## src/rtl/ttt_pkg.sv

```systemverilog
// Shared types, codes and the win-line table for the tic-tac-toe move controller.
package ttt_pkg;

  localparam int NUM_CELLS = 9;
  localparam int NUM_LINES = 8;

  typedef enum logic [1:0] {
    CELL_EMPTY = 2'b00,
    CELL_P1    = 2'b01,
    CELL_P2    = 2'b10
  } cell_t;

  typedef enum logic [2:0] {
    S_WAIT,
    S_CHECK,
    S_WRITE,
    S_REJECT,
    S_EVAL,
    S_OVER
  } state_t;

  localparam logic [1:0] WIN_NONE = 2'b00;
  localparam logic [1:0] WIN_P1   = 2'b01;
  localparam logic [1:0] WIN_P2   = 2'b10;
  localparam logic [1:0] WIN_DRAW = 2'b11;

  // Each entry is a 9-bit mask of the cells forming one line (bit i = cell i, row-major).
  localparam logic [8:0] WIN_LINES [NUM_LINES] = '{
    9'b000_000_111,
    9'b000_111_000,
    9'b111_000_000,
    9'b001_001_001,
    9'b010_010_010,
    9'b100_100_100,
    9'b100_010_001,
    9'b001_010_100
  };

  function automatic cell_t player_code(input logic player);
    return player ? CELL_P2 : CELL_P1;
  endfunction

  function automatic logic [8:0] owned_mask(input logic [17:0] board, input cell_t code);
    logic [8:0] mask;
    mask = '0;
    for (int i = 0; i < NUM_CELLS; i++) begin
      mask[i] = (board[2*i +: 2] == code);
    end
    return mask;
  endfunction

  function automatic logic has_line(input logic [17:0] board, input cell_t code);
    logic [8:0] mask;
    logic found;
    mask  = owned_mask(board, code);
    found = 1'b0;
    for (int l = 0; l < NUM_LINES; l++) begin
      if ((mask & WIN_LINES[l]) == WIN_LINES[l]) found = 1'b1;
    end
    return found;
  endfunction

  function automatic logic board_full(input logic [17:0] board);
    logic full;
    full = 1'b1;
    for (int i = 0; i < NUM_CELLS; i++) begin
      if (board[2*i +: 2] == CELL_EMPTY) full = 1'b0;
    end
    return full;
  endfunction

endpackage

```

## src/rtl/ttt_board_reg.sv

```systemverilog
// Board storage: nine 2-bit cells, each written only when its enable is set.
// A synchronous clear wins over a write so a restart always leaves an empty board.
module ttt_board_reg
  import ttt_pkg::*;
(
  input  logic        clk,
  input  logic        reset,
  input  logic        clear,
  input  logic [8:0]  cell_en,
  input  logic [1:0]  cell_d,
  output logic [17:0] board
);

  for (genvar i = 0; i < NUM_CELLS; i++) begin : g_cell
    // One enable flop pair per cell; clear takes priority over a pending write.
    always_ff @(posedge clk or posedge reset) begin
      if (reset) begin
        board[2*i +: 2] <= CELL_EMPTY;
      end else if (clear) begin
        board[2*i +: 2] <= CELL_EMPTY;
      end else if (cell_en[i]) begin
        board[2*i +: 2] <= cell_d;
      end
    end
  end

endmodule

```

## src/rtl/ttt_move_ctrl.sv

```systemverilog
// Tic-tac-toe move controller: arbitrates player requests, validates the target
// cell, writes the board, and evaluates win/draw after every accepted move.
// Optional move timeout is built only when the macro TTT_TIMEOUT_EN is defined.
module ttt_move_ctrl
  import ttt_pkg::*;
#(
  parameter int FIRST_PLAYER = 0,
  parameter int MOVE_TIMEOUT = 15
) (
  input  logic        clk,
  input  logic        reset,
  input  logic        new_game,
  input  logic        p1_req,
  input  logic        p2_req,
  input  logic [3:0]  p1_cell,
  input  logic [3:0]  p2_cell,
  output logic        p1_ack,
  output logic        p2_ack,
  output logic        nack,
  output logic [8:0]  cell_en,
  output logic [1:0]  cell_d,
  output logic [17:0] board,
  output logic        turn,
  output logic [1:0]  winner,
  output logic        game_over,
  output logic        timeout
);

  localparam logic FIRST_TURN = FIRST_PLAYER[0];

  state_t     state;
  logic [3:0] cell_q;
  logic       turn_req;
  logic [3:0] turn_cell;
  logic       cell_busy;
  logic       cell_ok;

`ifdef TTT_TIMEOUT_EN
  localparam int CNT_W = (MOVE_TIMEOUT > 1) ? $clog2(MOVE_TIMEOUT + 1) : 1;
  logic [CNT_W-1:0] idle_cnt;
`else
  localparam int unused_move_timeout = MOVE_TIMEOUT;
  assign timeout = 1'b0;
`endif

  assign turn_req  = turn ? p2_req  : p1_req;
  assign turn_cell = turn ? p2_cell : p1_cell;

  // Look up whether the latched cell already holds a mark; out-of-range cells read as free.
  always_comb begin
    cell_busy = 1'b0;
    for (int i = 0; i < NUM_CELLS; i++) begin
      if (cell_q == 4'(i)) cell_busy = (board[2*i +: 2] != CELL_EMPTY);
    end
  end

  assign cell_ok = (cell_q <= 4'd8) && !cell_busy;

  ttt_board_reg u_board (
    .clk     (clk),
    .reset   (reset),
    .clear   (new_game),
    .cell_en (cell_en),
    .cell_d  (cell_d),
    .board   (board)
  );

  // Move FSM with registered handshake/board-write outputs; new_game overrides everything.
  always_ff @(posedge clk or posedge reset) begin
    if (reset) begin
      state     <= S_WAIT;
      cell_q    <= '0;
      turn      <= FIRST_TURN;
      winner    <= WIN_NONE;
      game_over <= 1'b0;
      cell_en   <= '0;
      cell_d    <= CELL_EMPTY;
      p1_ack    <= 1'b0;
      p2_ack    <= 1'b0;
      nack      <= 1'b0;
`ifdef TTT_TIMEOUT_EN
      timeout   <= 1'b0;
      idle_cnt  <= '0;
`endif
    end else begin
      cell_en <= '0;
      cell_d  <= CELL_EMPTY;
      p1_ack  <= 1'b0;
      p2_ack  <= 1'b0;
      nack    <= 1'b0;
`ifdef TTT_TIMEOUT_EN
      timeout  <= 1'b0;
      idle_cnt <= '0;
`endif
      if (new_game) begin
        state     <= S_WAIT;
        turn      <= FIRST_TURN;
        winner    <= WIN_NONE;
        game_over <= 1'b0;
      end else begin
        case (state)
          S_WAIT: begin
            if (turn_req) begin
              cell_q <= turn_cell;
              state  <= S_CHECK;
            end
`ifdef TTT_TIMEOUT_EN
            else if (idle_cnt == CNT_W'(MOVE_TIMEOUT - 1)) begin
              timeout <= 1'b1;
              turn    <= ~turn;
            end else begin
              idle_cnt <= idle_cnt + 1'b1;
            end
`endif
          end
          S_CHECK: begin
            if (cell_ok) begin
              state   <= S_WRITE;
              cell_en <= 9'(1) << cell_q;
              cell_d  <= player_code(turn);
              p1_ack  <= ~turn;
              p2_ack  <= turn;
            end else begin
              state <= S_REJECT;
              nack  <= 1'b1;
            end
          end
          S_WRITE: begin
            state <= S_EVAL;
          end
          S_REJECT: begin
            state <= S_WAIT;
          end
          S_EVAL: begin
            if (has_line(board, player_code(turn))) begin
              winner    <= turn ? WIN_P2 : WIN_P1;
              game_over <= 1'b1;
              state     <= S_OVER;
            end else if (board_full(board)) begin
              winner    <= WIN_DRAW;
              game_over <= 1'b1;
              state     <= S_OVER;
            end else begin
              turn  <= ~turn;
              state <= S_WAIT;
            end
          end
          S_OVER: begin
            if ((p1_req || p2_req) && !nack) nack <= 1'b1;
          end
          default: begin
            state <= S_WAIT;
          end
        endcase
      end
    end
  end

endmodule

```

## config.mk

```make
export PLATFORM = sky130hd
export DESIGN_NAME = ttt_move_ctrl
export DESIGN_NICKNAME = d
export VERILOG_FILES = /design/src/rtl/ttt_pkg.sv /design/src/rtl/ttt_board_reg.sv /design/src/rtl/ttt_move_ctrl.sv
export SDC_FILE = /design/constraint.sdc
export NUM_CORES = 1
export LEC_CHECK = 0
export CELL_PAD_IN_SITES_DETAIL_PLACEMENT = 1
export CELL_PAD_IN_SITES_GLOBAL_PLACEMENT = 2
export CORE_MARGIN = 2
export CORE_UTILIZATION = 33
export DETAILED_ROUTE_END_ITERATION = 7
export PLACE_DENSITY = 0.93
export SLEW_MARGIN = 0
export SYNTH_ARGS = -nofsm -noshare
export SYNTH_HDL_FRONTEND = slang
export SYNTH_HIERARCHICAL = 1
export SYNTH_SLANG_ARGS = --single-unit
```

## constraint.sdc

```tcl
create_clock -name clk -period 6.4 [get_ports clk]
set_clock_uncertainty 0.05 [all_clocks]
set_input_delay 0.64 -clock clk [delete_from_list [all_inputs] [get_ports clk]]
set_output_delay 0.64 -clock clk [all_outputs]
set_load 0.01 [all_outputs]
```

==> impl_metrics.py <==
metrics = {
    "sta": {
        "setup-violations-final": 0,
        "grt_setup_unrepaired": "no",
        "report.final.hold_viol_count": 0,
        "max_clock_freq_mhz": 361.0,
        "final_critical_delay_including_setup_and_external_delays_ns": 2.770,
        "slew_headroom_pct": 34.36,
        "fin_tns_setup_ns": 0,
        "drv_slew": 0,
        "worstMarginPinSlew_ns": 0.9836,
        "final_cycle_share_pct": 43.28,
    },
    "cts": {
        "ctsLongestPathBuffers": 2,
        "clkLatencyLatePin_ns": 0.30,
        "clkSlewWorstSetupHoldPaths_ns": 0.08,
        "tritoncts": "yes",
        "numClockSinks": 41,
        "root_buffer": "clkbuf_8",
        "cts-buffers-inserted": 5,
        "h-tree-depth": 2,
        "holdBufCountCts": 0,
        "cts_post_setup_buffers_inserted": 0,
        "post_cts_resized": 0,
    },
    "run": {
        "maxCapViolations": 0,
    },
    "route": {
        "route.detailed.vias_per_inst": 5.323,
        "routed-via-count": 1815,
        "drt-total-wl_um": 5884,
        "drt_pre_antenna_iters": 4,
        "drt_iter0_drc": 61,
        "routed_wire_length_per_instance_um": 17.26,
        "drc": 0,
        "ant_nets": 0,
    },
    "layout": {
        "fin_nets": 276,
        "num-fill-cells": 729,
        "fraction_of_final_layout_cells_with_drive_strength_greater_than_1_pct": 6.061,
        "layout_common_cells": "clkdlybuf4s50_1, nor2_1, dfrtp_1, mux2i_1, nand2b_1",
        "most_common_library_cell_in_the_layout_ignoring_fill_and_taps": "clkdlybuf4s50_1",
        "areaGrowthSynthToFinish_pct": 27.05,
        "diodes": 0,
        "finish.cell_count_without_fillers": 341,
    },
    "hold_path": {
        "min_from": "state[1]$_DFFE_PP0P_",
        "hold-path-cell-count": 1,
        "hold_path_class": "reg2reg",
        "hold_end": "state[0]$_DFFE_PP0P_",
    },
    "synthesis": {
        "avg_inst_size_synth_um2": 9.924,
        "seq_area_frac_synth_pct": 46.99,
        "synthesis.instances": 220,
        "synth_nets": 233,
        "ys_types": 44,
        "synth_seq_cells": 41,
        "post_synth_instance_area_mm2": 0.002183,
        "yosysWarnings": 6,
    },
    "global_route": {
        "grtUsageTotal_pct": 17.39,
        "grt_pass1_vias": 1905,
        "grt_pass1_wl_um": 9791,
        "grt-ovfl-total": 0,
        "grt_antenna_before_repair": 0,
        "pin_count_of_the_biggest_net_entering_global_routing": 25,
    },
    "floorplan": {
        "width_of_the_chip_um": 85.34,
        "starting_density_of_the_core_pct": 34.19,
        "die_footprint_mm2": 0.007283,
        "pin_count": 50,
        "placementRows": 29,
        "fp.dieH_um": 85.34,
        "design.core.area_mm2": 0.006386,
    },
    "place": {
        "io_buffers": 48,
        "gp_congestion": 0.8717,
        "hpwlAfterDp_um": 4302,
        "placed_cells": 333,
    },
    "critical_path": {
        "cell_depth_of_the_worst_flop_to_flop_path": 6,
        "critical_path.reg2reg.startpoint": "turn$_DFFE_PP0P_",
        "worstReg2RegEnd": "turn$_DFFE_PP0P_",
        "worst-r2r-setup-slack_ns": 3.73,
        "critical_path.endpoint_type": "register",
        "critPathArrivalTime_ns": 2.94,
        "cp_data_required_time_ns": 6.57,
        "timing.setup.critical_path_class": "in2reg",
        "crit_fanout": 24,
        "worst_setup_path_start_kind": "input port",
    },
    "pwr": {
        "design_power_total_mw": 0.6444,
        "leakage_nw": 1.097,
        "worst_ir_drop_vdd_uv": 118.4,
        "power_per_cell_area_mw_per_mm2": 232.3,
    },
    "outcome": {
        "status": "finished, final reports clean",
    },
}
[metal layers]
metal | track usage, % | part of all wire, % | vias up
li1 | - | - | 853
met1 | 22.41 | 44 | 905
met2 | 28.27 | 48 | 47
met3 | 4.475 | 5.3 | 10
met4 | 6.205 | 2.2 | 0
met5 | 0 | 0 | -
[worst max-delay path by stage]
stage                           from              endpoint  slack, ns  depth (start not counted)
floorplan           turn$_DFFE_PP0P_      turn$_DFFE_PP0P_       4.29                          7
global placement            new_game  cell_en[0]$_DFF_PP0_       3.46                          7
detailed placement          new_game  cell_en[0]$_DFF_PP0_       3.29                          7
CTS                         new_game  cell_en[0]$_DFF_PP0_       3.59                          7
global route                new_game  cell_en[0]$_DFF_PP0_       3.42                          7
finish                      new_game  cell_en[0]$_DFF_PP0_       3.63                          7
[worst max-delay path, stage by stage]
cell             delay (ns)
clkdlybuf4s50_1        0.89
nor2_1                 0.32
nand2_1                0.13
nor2_1                 0.17
o21ai_0                0.18
or3_1                  0.43
nor3_1                 0.17
[cell families after synthesis]
logic type	synth area share, %
flip-flops	46.99
buffers and inverters	5.902
AO/OA/AOI/OAI	10.26
multiplexers	12.03
AND/OR/NAND/NOR	24.64
other	0.1718
[report_power, final]
group          internal (mW)  switching, mW
sequential             0.274         0.0412
combinational         0.0554         0.0568
clock                  0.127         0.0895
[cell type report]
type	count	area [µm²]	share of cell area, %
well taps	77	96.34	3.473
repair buffers	48	480.5	17.32
multi-input cells	160	1028	37.08
flip-flops and latches	41	1026	36.99
clock buffers	7	86.33	3.112
clock inverters	1	30.03	1.083
inverters	7	26.28	0.9472
[sequential cells by signal (all words and copies together), names as in the netlist]
register,flops
game_over,1
winner,2
state,3
turn,1
cell_q,4
cell_d,1
u_board/board,18
nack,1
cell_en,9
p1_ack,1
[cells in the mapped netlist (all sizes together)]
| library cell | n | share of area [%] |
|---|---|---|
| nor2 | 46 | 7.9 |
| dfrtp | 41 | 47 |
| mux2i | 24 | 11 |
| buf | 12 | 4.7 |
| nand2b | 12 | 3.4 |
| nand2 | 9 | 1.5 |
| nor3 | 8 | 2.1 |
| inv | 7 | 1.2 |
| o21ai | 7 | 1.6 |
| o22ai | 6 | 1.7 |
| nand3b | 4 | 1.4 |
| nand3 | 3 | 0.69 |
| nor4b | 3 | 1.2 |
| or3b | 3 | 1.2 |
| a2111oi | 2 | 1.1 |
| a211oi | 2 | 0.69 |
| a21oi | 2 | 0.46 |
| mux2 | 2 | 1.0 |
| nand4 | 2 | 0.86 |
| nor2b | 2 | 0.57 |
| nor3b | 2 | 0.69 |
| nor4 | 2 | 0.57 |
| o21bai | 2 | 0.69 |
| o221a | 2 | 1.0 |
| o31ai | 2 | 0.69 |
| or3 | 2 | 0.57 |
| a22o | 1 | 0.40 |
| and2 | 1 | 0.40 |
| and3b | 1 | 0.40 |
| conb | 1 | 0.17 |
| nand4b | 1 | 0.40 |
| nor4bb | 1 | 0.46 |
| o21a | 1 | 0.34 |
| o311ai | 1 | 0.40 |
| o32ai | 1 | 0.40 |
| o41ai | 1 | 0.75 |
| or2 | 1 | 0.29 |
[per-stage QoR]
step	instance area (µm²)	utilization (%)	setup WS, ns	hold WS (ns)
detailed placement	2658	41.61	3.288	0.4448
finish	2774	43.44	3.630	0.4552
global placement	2658	41.61	3.461	0.4269
CTS	2774	43.44	3.592	0.4561
global route	2774	43.44	3.418	0.4850
floorplan	2183	-	4.286	0.4070
Note: power is estimated with default switching activity, not from simulation.
